### src/rtl/vend_pkg.sv
// vend_pkg: coin values, coin and dispenser-state encodings shared by the vending blocks
package vend_pkg;
  localparam int DIME_C = 10;
  localparam int QUATER_C = 25;
  localparam int DOLLAR_C = 100;
  typedef enum logic [1:0] {NONE, DIME, QUATER, DOLLAR} coin_t;
  typedef enum logic [2:0] {ST_IDLE, ST_SEL, ST_PULSE, ST_GAP, ST_DONE, ST_ERR} disp_state_t;
  function automatic int coin_val(coin_t c);
    return c == DOLLAR ? DOLLAR_C : c == QUATER ? QUATER_C : c == DIME ? DIME_C : 0;
  endfunction
  function automatic logic [3:0] sat_inc(logic [3:0] n);
    return n == 4'hf ? n : n + 4'd1;
  endfunction
endpackage

### src/rtl/change_dispenser_if.sv
// change_dispenser_if: change request handshake, coin eject pulses and status
interface change_dispenser_if #(parameter int AMT_W = 10);
  logic ch_valid;
  logic [AMT_W-1:0] ch_amt;
  logic ch_ready;
  logic dollar_out;
  logic quater_out;
  logic dime_out;
  logic [3:0] n_dollar;
  logic [3:0] n_quater;
  logic [3:0] n_dime;
  logic done;
  logic err;
  modport master (
    output ch_valid, ch_amt,
    input ch_ready, dollar_out, quater_out, dime_out, n_dollar, n_quater, n_dime, done, err
  );
  modport slave (
    input ch_valid, ch_amt,
    output ch_ready, dollar_out, quater_out, dime_out, n_dollar, n_quater, n_dime, done, err
  );
endinterface

### src/rtl/pulse_timer.sv
// pulse_timer: loadable down-counter flagging expiry of pulse and gap intervals
module pulse_timer #(
  parameter int W = 8
) (
  input  logic         clk,
  input  logic         rst,
  input  logic         load,
  input  logic [W-1:0] val,
  output logic         expired
);
  logic [W-1:0] cnt;
  // reload on request, otherwise count down and hold at zero
  always_ff @(posedge clk or posedge rst)
    if (rst) cnt <= '0;
    else cnt <= load ? val : cnt != '0 ? cnt - 1'b1 : cnt;
  assign expired = cnt == '0;
endmodule

### src/rtl/change_dispenser.sv
// change_dispenser: pays a cents amount out as dollar/quarter/dime eject pulses
module change_dispenser
  import vend_pkg::*;
#(
  parameter int AMT_W = 10,
  parameter int PULSE_W = 2,
  parameter int GAP_W = 1
) (
  input logic clk,
  input logic rst,
  change_dispenser_if.slave bus
);
  localparam int TW = 8;
  localparam logic [2:0] IDLE = ST_IDLE;
  localparam logic [2:0] SEL = ST_SEL;
  localparam logic [2:0] PULSE = ST_PULSE;
  localparam logic [2:0] GAP = ST_GAP;
  localparam logic [2:0] DONE = ST_DONE;
  localparam logic [2:0] ERR = ST_ERR;
  logic [2:0] state, state_n;
  logic [AMT_W-1:0] rem;
  coin_t sel, pick;
  logic accept, bad, expired, tload;
  logic [TW-1:0] tval;
  assign accept = state == IDLE && bus.ch_valid;
  // 5 and 15 are multiples of five that cannot be built from 10/25/100
  assign bad = bus.ch_amt % AMT_W'(5) != '0 || bus.ch_amt == AMT_W'(5) || bus.ch_amt == AMT_W'(15);
  // an odd multiple of five needs a quarter first; otherwise largest coin that keeps the rest payable
  assign pick = rem % AMT_W'(10) == AMT_W'(5) ? QUATER :
                rem >= AMT_W'(DOLLAR_C) ? DOLLAR :
                rem >= AMT_W'(50) ? QUATER : DIME;
  assign tload = state == SEL || (state == PULSE && expired);
  assign tval = state == SEL ? TW'(PULSE_W - 1) : TW'(GAP_W - 1);
  pulse_timer #(.W(TW)) u_timer (
    .clk(clk),
    .rst(rst),
    .load(tload),
    .val(tval),
    .expired(expired)
  );
  // next-state logic
  always_comb begin
    state_n = state;
    case (state)
      IDLE: state_n = accept ? (bad ? ERR : SEL) : IDLE;
      SEL: state_n = rem == '0 ? DONE : PULSE;
      PULSE: state_n = expired ? GAP : PULSE;
      GAP: state_n = expired ? SEL : GAP;
      default: state_n = IDLE;
    endcase
  end
  // state register
  always_ff @(posedge clk or posedge rst)
    if (rst) state <= IDLE;
    else state <= state_n;
  // remaining amount, selected coin and per-denomination counts
  always_ff @(posedge clk or posedge rst)
    if (rst) begin
      rem <= '0;
      sel <= NONE;
      bus.n_dollar <= '0;
      bus.n_quater <= '0;
      bus.n_dime <= '0;
    end else begin
      if (accept && !bad) begin
        rem <= bus.ch_amt;
        bus.n_dollar <= '0;
        bus.n_quater <= '0;
        bus.n_dime <= '0;
      end
      if (state == SEL) sel <= pick;
      if (state == PULSE && expired) begin
        rem <= rem - AMT_W'(coin_val(sel));
        if (sel == DOLLAR) bus.n_dollar <= sat_inc(bus.n_dollar);
        if (sel == QUATER) bus.n_quater <= sat_inc(bus.n_quater);
        if (sel == DIME) bus.n_dime <= sat_inc(bus.n_dime);
      end
    end
  assign bus.ch_ready = state == IDLE;
  assign bus.done = state == DONE;
  assign bus.err = state == ERR;
  assign bus.dollar_out = state == PULSE && sel == DOLLAR;
  assign bus.quater_out = state == PULSE && sel == QUATER;
  assign bus.dime_out = state == PULSE && sel == DIME;
endmodule

### src/flat_wrapper.sv
// flat-port wrapper written by rule: the top's interface ports become plain ports
module change_dispenser_flat import vend_pkg::*;
#(
  parameter int AMT_W = 10,
  parameter int PULSE_W = 2,
  parameter int GAP_W = 1
)
  (clk, rst, bus_ch_valid, bus_ch_amt, bus_ch_ready, bus_dollar_out, bus_quater_out, bus_dime_out, bus_n_dollar, bus_n_quater, bus_n_dime, bus_done, bus_err);
  change_dispenser_if #(.AMT_W(AMT_W)) bus_i ();
  input logic clk;
  input logic rst;
  input wire logic [$bits(bus_i.ch_valid)-1:0] bus_ch_valid;
  input wire logic [$bits(bus_i.ch_amt)-1:0] bus_ch_amt;
  output wire logic [$bits(bus_i.ch_ready)-1:0] bus_ch_ready;
  output wire logic [$bits(bus_i.dollar_out)-1:0] bus_dollar_out;
  output wire logic [$bits(bus_i.quater_out)-1:0] bus_quater_out;
  output wire logic [$bits(bus_i.dime_out)-1:0] bus_dime_out;
  output wire logic [$bits(bus_i.n_dollar)-1:0] bus_n_dollar;
  output wire logic [$bits(bus_i.n_quater)-1:0] bus_n_quater;
  output wire logic [$bits(bus_i.n_dime)-1:0] bus_n_dime;
  output wire logic [$bits(bus_i.done)-1:0] bus_done;
  output wire logic [$bits(bus_i.err)-1:0] bus_err;
  assign bus_i.ch_valid = bus_ch_valid;
  assign bus_i.ch_amt = bus_ch_amt;
  assign bus_ch_ready = bus_i.ch_ready;
  assign bus_dollar_out = bus_i.dollar_out;
  assign bus_quater_out = bus_i.quater_out;
  assign bus_dime_out = bus_i.dime_out;
  assign bus_n_dollar = bus_i.n_dollar;
  assign bus_n_quater = bus_i.n_quater;
  assign bus_n_dime = bus_i.n_dime;
  assign bus_done = bus_i.done;
  assign bus_err = bus_i.err;
  change_dispenser #(.AMT_W(AMT_W), .PULSE_W(PULSE_W), .GAP_W(GAP_W)) u_core (.clk(clk), .rst(rst), .bus(bus_i));
endmodule
### config.mk
export PLATFORM = sky130hd
export DESIGN_NAME = change_dispenser_flat
export DESIGN_NICKNAME = d
export VERILOG_FILES = /design/src/rtl/vend_pkg.sv /design/src/rtl/change_dispenser_if.sv /design/src/rtl/pulse_timer.sv /design/src/rtl/change_dispenser.sv /design/src/flat_wrapper.sv
export SDC_FILE = /design/constraint.sdc
export NUM_CORES = 1
export LEC_CHECK = 0
export ABC_CLOCK_PERIOD_IN_PS = 7800
export BUFFER_PORTS_ARGS = -buffer_cell sky130_fd_sc_hd__buf_2
export CAP_MARGIN = 10
export CELL_PAD_IN_SITES_DETAIL_PLACEMENT = 0
export CELL_PAD_IN_SITES_GLOBAL_PLACEMENT = 1
export CORE_MARGIN = 10
export CORE_UTILIZATION = 45
export CTS_CLUSTER_DIAMETER = 200
export CTS_CLUSTER_SIZE = 8
export DETAILED_ROUTE_END_ITERATION = 16
export PLACE_DENSITY = 0.85
export SETUP_SLACK_MARGIN = 0.05
export SLEW_MARGIN = 20
export SYNTH_ARGS = -nofsm -noshare
export SYNTH_HDL_FRONTEND = slang
export SYNTH_SLANG_ARGS = --single-unit
### constraint.sdc
create_clock -name clk -period 7.8 [get_ports clk]
set_input_delay 1.56 -clock clk [delete_from_list [all_inputs] [get_ports clk]]
set_output_delay 1.56 -clock clk [all_outputs]
set_load 0.1 [all_outputs]
### Yosys cells after proc, flatten, opt, wreduce, memory -nomap -nowiden

Index checks and enable logic that the tools add are counted.

* flip-flop bits (word level): 35
* bits in latches: 0
* bits in writable memories: 0
* memory bits (read-only): 0
* bits of input ports: 13
* output and inout port bits: 18
* logic and storage cells: 79
* memories: 0

* add/sub/neg operators: 5
* $mul: 0
* divide/modulo/power cells: 2
* magnitude comparators: 2
* equal/unequal tests: 17
* shift operators: 0
* multiplexer cells: 29
* bitwise logic cells: 0
* reductions and logical operators: 17

Operators by type and width (number)
* 4-bit two-way mux: 13
* 10-bit two-way mux: 4
* 10-bit by 3-bit equality test with 1-bit output (second input constant): 2
* 8-bit two-way mux: 2
* 4-bit by 1-bit adder with 4-bit output (second input constant): 3
* 4-bit equality test (second input constant): 3
* 3-bit one-hot mux with 4 select lines: 1
* 10-bit by 4-bit equality test with 1-bit output (second input constant): 1
* 10-bit by 6-bit >= comparator with 1-bit output (second input constant): 1
* 10-bit by 7-bit >= comparator with 1-bit output (second input constant): 1
* 10-bit logical NOT: 1
* 10-bit by 3-bit modulo with 10-bit output (second input constant): 1
* 10-bit by 4-bit modulo with 10-bit output (second input constant): 1
* 10-bit nonzero test: 1
* 10-bit subtractor: 1
* 3-bit two-way mux: 3
* 3-bit != test (second input constant): 3
* 8-bit logical NOT: 1
* 2-bit two-way mux: 4
* 8-bit nonzero test: 1
* 8-bit by 1-bit subtractor with 8-bit output (second input constant): 1
* 3-bit by 2-bit equality test with 1-bit output (second input constant): 2
* 3-bit equality test (second input constant): 2
* 1-bit logical AND: 6
* 8 further kinds: 13

### Depth between registers and ports, before layout

Gate-level depths: netlist of run 1.

* depth in word-level cells: 9
* depth in mapped cells: 23
* gate-level depth less buffers: 18

### Modules after synthesis

From an unflattened synthesis of run 1, not the netlist that was laid out.

* cells, all modules: 537
* area, all modules: 4115.2 µm²

Modules (own cells, without submodules)
* change_dispenser: instances 1, cells an instance 479, area an instance 3595.9 µm², sequential area each 675.6 µm²
* pulse_timer: instances 1, cells an instance 58, area an instance 519.2 µm², sequential area each 200.2 µm²

### Least setup slack after synthesis of run 1

Ideal clock, no wire load.

* path kind: input -> register
* start: in bus_ch_amt[6]
* end: reg u_core.rem[2]
* library setup time: 126 ps
* arrival: 5632 ps
* data required time: 7674 ps
* slack: 2041 ps
* cell stages on the path: 21
* buffers on the path: 3
* cell sequence: buf_4 > buf_6 > nor4bb_1 > o21ai_1 > o211a_4 > and2_1 > a32o_1 > a2111oi_4 > ha_1 > buf_1 > a311oi_2 > nor3b_1 > xnor2_1 > ha_1 > nand2_1 > nor2_1 > nand3_1 > o211ai_1 > o311a_1 > a31oi_4 > a221o_1

* word-level cells in the longest chain between the ends: 7
* elaborated cells on any way between the ends: 9
* those cells by class: div: 1; eq/ne: 2; reduce/logical: 6

RTL lines
* start, declared: RTL line flat_wrapper.sv:13 `input wire logic [$bits(bus_i.ch_amt)-1:0] bus_ch_amt;`
* 10-bit by 3-bit modulo with 10-bit output: RTL line change_dispenser.sv:27 `assign bad = bus.ch_amt % AMT_W'(5) != '0 || bus.ch_amt == AMT_W'(5) || bus.ch_amt == AMT_W'(15);`
* 10-bit nonzero test: RTL line change_dispenser.sv:27
* 1-bit logical OR: RTL line change_dispenser.sv:27
* 1-bit logical OR (*): RTL line change_dispenser.sv:27
* 1-bit logical NOT (*): RTL line change_dispenser.sv:65 `if (accept && !bad) begin`
* 1-bit logical AND (*): RTL line change_dispenser.sv:65
* 2-bit nonzero test (no source line) (*)
* end signal, assigned: RTL line change_dispenser.sv:66 `rem <= bus.ch_amt;`
* end signal, assigned: RTL line change_dispenser.sv:73 `rem <= rem - AMT_W'(coin_val(sel));`
* end, declared: RTL line change_dispenser.sv:21 `logic [AMT_W-1:0] rem;`

Every way passes the cells marked *; elsewhere a longest branch is shown, timed or not.
A chain may end at the register's enable or synchronous reset.

### Final worst setup path of run 1

* start: in bus_ch_amt[9]
* end: reg u_core.rem[8]

Same word-level chain as after synthesis.

==> summary.txt, run 1 <==
Timing
  – Worst Max-Slew Pin Slew: 0.998 ns
  – Final hold viol count: 0
  – Setup WS post-layout: 1.78 ns
  – Slew Limit Fails: 0
  – # setup viols final: 0
  – Clock skew: 0.00616 ns
  – FMAX: 166 MHz
  – Period minus WS final: 6.02 ns
  – Slew margin rel.: 32.9%
  – RSZ-0062 raised after global routing: no
  – Final setup TNS: 0 ns
  – Final Cycle Share: 77.2%

Min path
  – Hold path startpoint: u_core.bus.n_dollar[0]$_DFFE_PP0P_
  – Hold WC Path Type: reg -> reg
  – WHS Endpoint: u_core.bus.n_dollar[0]$_DFFE_PP0P_
  – Hold Path Stages: 1

Synthesis
  – Synthesized net count: 562
  – Mux share of post-synthesis cell area: 2.45%
  – Post-Syn Instances: 527
  – Main flop type after synthesis: dfrtp_1
  – Post-Syn Area: 0.00414 mm²
  – Fraction of registers with async set/reset: 100%
  – Post-synthesis sequential area ratio: 21.2%
  – Syn avg cell area: 7.85 µm²
  – Adder-Cell Fraction of Synth Area: 7.08%
  – Synth top area cells: dfrtp_1, ha_1, o21ai_0, nor2_1, nand2_1
  – Post-synthesis compound-gate area fraction: 30.3%
  – Combinational family with the most area after synthesis: compound AO/OA/AOI/OAI gates
  – Post-synthesis cell type count: 90
  – Post-synth EDFFs: 0
  – Post-synthesis xor/xnor area fraction: 3.36%
  – YS warnings: 0
  – Synthesized flop and latch total: 35
  – Synth area leader: dfrtp_1
  – Simple-gate share of the synthesized area: 28.2%
  – Post-synth top area share: 21.2%

Floorplanning
  – Core box area: 0.00885 mm²
  – IO Count: 31
  – Floorplan die height: 116 µm
  – Chip width: 116 µm
  – Initial Util: 46.7%
  – # rows: 34
  – Die ar.: 0.0134 mm²

Global route
  – Vias in the first global route: 3669
  – Initial antenna violation count: 0
  – Largest net degree at the start of global routing: 36
  – Total GRT Usage: 15.6%
  – First-pass GRT wire length: 17700 µm
  – Overflow after GRT: 0

Routing
  – Vias: 4018
  – Final wirelength: 10400 µm
  – Drt pass-1 iters: 5
  – Residual DRC count: 0
  – WL/cell: 16.2 µm
  – 1st-iter DRT viols: 326
  – Routed Antenna Nets: 0
  – Vias per inst: 6.29

Setup path
  – R2R setup slack: 3.68 ns
  – Worst Path Required: 7.96 ns
  – Crit Path Max Fanout: 18
  – CP Data Arrival Time: 6.18 ns
  – Worst r2r dst: u_core.sel[0]$_DFFE_PP0P_
  – Worst flop-to-flop path startpoint: u_core.rem[4]$_DFFE_PP0P_
  – CP Class: in -> reg
  – Reg2Reg Depth: 13
  – Critical Path End Type: flop
  – CP startpoint kind: input port

Flow run
  – Max capacitance violation total: 0

Placement
  – Pre-CTS setup slack: 1.53 ns
  – Hpwl dp: 7520 µm
  – # port buffers: 30
  – GPL Wtd Cong: 0.843
  – Post-Place Cells: 631

CTS
  – Max H-tree Level: 2
  – Clk buf depth: 2
  – Root buf cell: clkbuf_8
  – Total CTS buffers: 5
  – Clock sinks: 35
  – Cts-stage hold buffer count: 0
  – Clock latency on the worst-skew pair: 0.30 ns
  – Setup Buffers After CTS: 0
  – Clock-pin slew on the worst setup and hold paths: 0.08 ns
  – Resized Gates After CTS: 0
  – TritonCTS clock tree: built

Power
  – Pwr/cell area: 102 mW/mm²
  – VDD IR max: 0.0000846 V
  – Leak: 1.84 nW

Final layout
  – Area Growth Syn to Fin: 5.14%
  – Number of diodes: 0
  – Ratio of cells with drive above 1 in the final layout: 14.3%
  – Final nets: 565
  – Most common cell after layout, fill and taps aside: nor2_1
  – Post-Layout Cell Count: 639
  – Most frequent cells in the layout: nor2_1, nand2_1, dfrtp_1

Status
  – Status: finished, final reports clean
[layout make-up]
cell class / count / area, µm²
multi-input combinational: 423 / 2960
inverter: 31 / 116
tap: 108 / 135
sequential: 35 / 876
clock buffer: 6 / 72.6
fill: 862 / 4500
clock inverter: 2 / 12.5
timing repair buffer: 34 / 180
[kinds of logic after synthesis]
logic type	after synthesis
multiplexers	10
flip-flops	35
buffers and inverters	69
XOR/XNOR	15
adder cells (fa/ha/maj)	23
AND/OR/NAND/NOR	214
AO/OA/AOI/OAI	161
[flip-flops by register name (all words and copies together) (netlist names)]
signal and count:
u_core.rem 10, u_core.u_timer.cnt 8, u_core.bus.n_dime 4, u_core.bus.n_dollar 4, u_core.bus.n_quater 4, u_core.state 3
u_core.sel 2
[how the worst max path moves through the flow]
stage                              from                        end  slack [ns]  cells after the start
after floorplan           bus_ch_amt[6]  u_core.rem[2]$_DFFE_PP0P_        2.04                     21
after global placement    bus_ch_amt[9]  u_core.rem[8]$_DFFE_PP0P_        1.78                     19
after detailed placement  bus_ch_amt[9]  u_core.rem[8]$_DFFE_PP0P_        1.53                     19
after CTS                 bus_ch_amt[9]  u_core.rem[8]$_DFFE_PP0P_        1.83                     19
after global routing      bus_ch_amt[9]  u_core.rem[8]$_DFFE_PP0P_        1.46                     19
final                     bus_ch_amt[9]  u_core.rem[8]$_DFFE_PP0P_        1.78                     19
[synth_stat cells (6+ instances only)]
master / count
o22ai_1: 6
nand3_1: 21
nor2b_1: 8
or3_1: 6
nor2_1: 45
o21ai_0: 34
a31oi_1: 8
a21oi_1: 22
inv_1: 30
nand2b_1: 7
a221o_1: 6
dfrtp_1: 35
a21o_1: 6
ha_1: 21
nor3_1: 27
xnor2_1: 12
o211ai_1: 8
clkbuf_1: 25
and2_1: 8
nand2_1: 42
mux2i_1: 9
[stage by stage]
stage          instance area, µm²  utilization, %  total power (W)  hold WS, ns
3_3_place_gp                 4260            48.1         0.000310        0.526
2_1_floorplan                4140               -         0.000289        0.483
6_report                     4350            49.2         0.000442        0.543
3_5_place_dp                 4260            48.1         0.000310        0.525
5_1_grt                      4350            49.2         0.000465        0.570
4_1_cts                      4340            49.1         0.000444        0.545
[layer usage]
layer	wire, µm	vias to the layer above	part of all wire, %	global-route usage (%)
li1	-	1973	-	-
met1	4970	1913	48	21.8
met2	4870	120	47	25.1
met3	386	12	3.7	1.50
met4	130	0	1.3	4.09
met5	0	-	0	0
[worst max-delay path: stages]
cell	delay, ns
buf_2	0.27
nor4bb_2	0.41
a211oi_1	0.13
nand4b_1	0.20
and2_1	0.37
nor3_2	0.11
a2111oi_4	0.43
ha_1	0.45
a311oi_2	0.10
nor3b_1	0.45
xnor2_1	0.13
ha_1	0.30
nand2_1	0.05
nor2_1	0.09
nand3_1	0.08
o211ai_1	0.17
o311ai_4	0.23
nor2_4	0.46
o21ai_0	0.19
[where the power goes]
group	switching, W	internal [W]	leakage (nW)	total, W
registers	0	0.000181	0.401	0.000181
clock network	0.0000715	0.0000624	0.0412	0.000134
logic	0.0000787	0.0000481	1.40	0.000127
Power figures use the tool's default switching activity.
==> run 2, diff against run 1 <==
--- a/config.mk
+++ b/config.mk
@@ -5,7 +5,7 @@
 export SDC_FILE = /design/constraint.sdc
 export NUM_CORES = 1
 export LEC_CHECK = 0
-export ABC_CLOCK_PERIOD_IN_PS = 7800
+export ABC_CLOCK_PERIOD_IN_PS = 5600
 export BUFFER_PORTS_ARGS = -buffer_cell sky130_fd_sc_hd__buf_2
 export CAP_MARGIN = 10
 export CELL_PAD_IN_SITES_DETAIL_PLACEMENT = 0
==> constraint.sdc (replaced) <==
create_clock -name clk -period 5.6 [get_ports clk]
set_input_delay 1.12 -clock clk [delete_from_list [all_inputs] [get_ports clk]]
set_output_delay 1.12 -clock clk [all_outputs]
set_load 0.1 [all_outputs]
==> run 2 against run 1 <==
Compared with the run above:
- first-iteration DRC count increased by 13%
- design area is 1.4% higher
- core utilization up 0.66 points
- clock-buffer cell count grew 2
- critical path depth increased by 1
- cell count up 0.94%
- sequential cell count unchanged
- critical path type unchanged
- critical endpoint is now u_core.bus.n_dollar[1]$_DFFE_PP0P_
- largest cell class unchanged
==> summary.txt, run 2 (synthesis results as in run 1) <==
Status
  – Status: finished, final reports clean

Floorplanning
  – Die ar.: 0.0134 mm² (unchanged)
  – Chip width: 116 µm (unchanged)
  – IO Count: 31 (unchanged)
  – # rows: 34 (unchanged)
  – Floorplan die height: 116 µm (unchanged)
  – Initial Util: 46.7% (unchanged)
  – Core box area: 0.00885 mm² (unchanged)

Global route
  – Met3 Use GR: 2.22% (+0.72 points)
  – Met2 GRT Util: 25.5% (+0.42 points)
  – Initial antenna violation count: 0 (unchanged)
  – Overflow after GRT: 0 (unchanged)
  – First-pass GRT wire length: 17800 µm (+0.66%)
  – Busiest grt layer: met2
  – Total GRT Usage: 15.7% (+0.12 points)
  – M1 GR Usage: 21.3% (-0.48 points)
  – Vias in the first global route: 3758 (+2.4%)
  – Largest net degree at the start of global routing: 26 (-28%)

Final layout
  – Regs by FF count: u_core.rem x10, u_core.u_timer.cnt x8
  – Fillers: 885 (+2.7%)
  – Most frequent cells in the layout: nor2_1, nand2_1, dfrtp_1
  – Number of diodes: 0 (unchanged)
  – Area of the multi-input gates: 0.00296 mm² (about the same)
  – Final nets: 571 (+1.1%)
  – Biggest register: u_core.rem
  – Area Growth Syn to Fin: 6.56%
  – Most common cell after layout, fill and taps aside: nor2_1
  – Max reg flops: 10 (unchanged)
  – Ratio of cells with drive above 1 in the final layout: 15.3% (+0.96 points)
  – Final Cell Area: 0.00441 mm² (+1.4%)
  – FF+latch area: 876 µm² (unchanged)

Setup path
  – Setup crit start: bus_ch_amt[9]
  – Worst Path Required: 5.76 ns (-2.20 ns)
  – Critical Path End Type: flop
  – Worst r2r dst: u_core.sel[0]$_DFFE_PP0P_
  – CP Data Arrival Time: 5.25 ns (-0.93 ns)
  – CP startpoint kind: input port
  – Reg2Reg Depth: 14 (+1)
  – CP Class: in -> reg
  – Crit path to: u_core.bus.n_dollar[1]$_DFFE_PP0P_
  – Worst flop-to-flop path startpoint: u_core.rem[4]$_DFFE_PP0P_
  – R2R setup slack: 1.77 ns (-1.91 ns)
  – Crit Path Max Fanout: 17 (-1)

Timing
  – RSZ-0062 raised after global routing: no
  – Period minus WS final: 5.09 ns
  – Final setup TNS: 0 ns (unchanged)
  – Clock skew: 0.0113 ns (+0.00514 ns)
  – Final Cycle Share: 90.8%
  – Slew margin rel.: 34.7% (+1.8 points)
  – Final hold viol count: 0 (unchanged)
  – Slew Limit Fails: 0 (unchanged)
  – Worst Max-Slew Pin Slew: 0.972 ns (-0.0262 ns)
  – Hold slack: 0.536 ns (-0.00735 ns)
  – # setup viols final: 0 (unchanged)
  – FMAX: 197 MHz

Placement
  – GPL Wtd Cong: 0.860 (+1.9%)
  – Hpwl dp: 7710 µm (+2.4%)
  – Area of placed instances: 0.00430 mm² (+1.1%)
  – # port buffers: 30 (unchanged)

CTS
  – Root buf cell: clkbuf_8
  – Total CTS buffers: 5 (unchanged)
  – Clock-pin slew on the worst setup and hold paths: 0.07 ns (about the same)
  – TritonCTS clock tree: built
  – Clock latency on the worst-skew pair: 0.29 ns (about the same)
  – Clk buf depth: 2 (unchanged)
  – Max H-tree Level: 2 (unchanged)
  – Clock sinks: 35 (unchanged)

Min path
  – Hold WC Path Type: reg -> reg

Routing
  – Routed Antenna Nets: 0 (unchanged)
  – WL/cell: 16.1 µm (-0.66%)
  – 1st-iter DRT viols: 368 (+13%)
  – Final wirelength: 10400 µm (+0.27%)
  – Vias per inst: 6.19 (-1.6%)
  – Drt pass-1 iters: 5 (unchanged)
  – Vias: 3992 (-0.65%)
  – Residual DRC count: 0 (unchanged)

Power
  – Pwr/cell area: 146 mW/mm² (+43%)
  – Overall power: 0.000642 W (+45%)
  – Leak: 1.88 nW (+2.4%)
  – VDD IR max: 0.000107 V (+26%)

Flow run
  – Max capacitance violation total: 0 (unchanged)
==> run 2: cell types whose count changed in the layout (fill, tap and decap cells not counted), sizes merged <==
| cell | delta |
|---|---|
| clkinv | -1 |
| clkinvlp | -1 |
| buf | +6 |
| clkbuf | +2 |
==> run 2: area by class of cell <==
type / instances / share of cell area, %
Timing Repair Buffer: 40 / 5.11
Inverter: 31 / 2.64
Sequential cell: 35 / 19.9
Tap cell: 108 / 3.07
Multi-Input combinational cell: 423 / 67.0
Clock buffer: 8 / 2.27
==> run 2: report_power, final <==
| group | switching [W] | internal (W) | total [W] | leakage [nW] |
|---|---|---|---|---|
| Clock | 0.0000912 | 0.000112 | 0.000203 | 0.0515 |
| Sequential | 0 | 0.000253 | 0.000253 | 0.401 |
| Combinational | 0.000113 | 0.0000724 | 0.000185 | 1.43 |
| Total | 0.000204 | 0.000437 | 0.000642 | 1.88 |
==> run 2: worst max-delay path, cell delays in order <==
cell	delay, ns
buf_2	0.25
nor4bb_2	0.38
o21ai_1	0.15
o211a_4	0.19
and2_1	0.18
a32o_1	0.28
a2111oi_4	0.38
ha_1	0.27
a311oi_2	0.07
nor3b_2	0.30
xnor2_1	0.10
ha_1	0.29
nand2_1	0.05
nor2_1	0.10
nand3_1	0.10
o211ai_1	0.17
o311ai_4	0.23
nor2_4	0.27
buf_4	0.24
o22ai_1	0.10
==> run 2: worst min-delay path by stage <==
stage / from / endpoint / slack [ns] / cells past startpoint
floorplan: u_core.state[2]$_DFF_PP0_ / u_core.state[0]$_DFF_PP0_ / 0.48 / 1
global route: u_core.bus.n_dollar[0]$_DFFE_PP0P_ / u_core.bus.n_dollar[0]$_DFFE_PP0P_ / 0.57 / 1
CTS: u_core.bus.n_quater[0]$_DFFE_PP0P_ / u_core.bus.n_quater[0]$_DFFE_PP0P_ / 0.54 / 1
detailed placement: u_core.bus.n_quater[0]$_DFFE_PP0P_ / u_core.bus.n_quater[0]$_DFFE_PP0P_ / 0.53 / 1
global placement: u_core.bus.n_dollar[0]$_DFFE_PP0P_ / u_core.bus.n_dollar[0]$_DFFE_PP0P_ / 0.52 / 1
finish: u_core.bus.n_quater[0]$_DFFE_PP0P_ / u_core.bus.n_quater[0]$_DFFE_PP0P_ / 0.54 / 1
==> run 2: repair_timing <==
item	in CTS	in global routing
endpoints found under the setup margin	0	8
setup buffers	0	0
hold buffers	0	0
hold endpoints to repair	0	0
resized for setup	0	1
==> run 2: metal layers <==
| metal | part of all wire, % | vias up | wire, µm |
|---|---|---|---|
| li1 | - | 1988 | - |
| met1 | 48 | 1894 | 4960 |
| met2 | 47 | 96 | 4890 |
| met3 | 3.9 | 14 | 408 |
| met4 | 1.3 | 0 | 135 |
| met5 | 0 | - | 0 |
==> run 2: through the flow <==
| stage | instances | util [%] | worst slack (ns) |
|---|---|---|---|
| after CTS | 645 | 49.8 | 0.408 |
| final | 645 | 49.8 | 0.515 |
| after floorplan | 527 | - | 0.281 |
| after global placement | 637 | 48.6 | 0.270 |
| after detailed placement | 637 | 48.6 | 0.130 |
| after global routing | 645 | 49.8 | 0.156 |
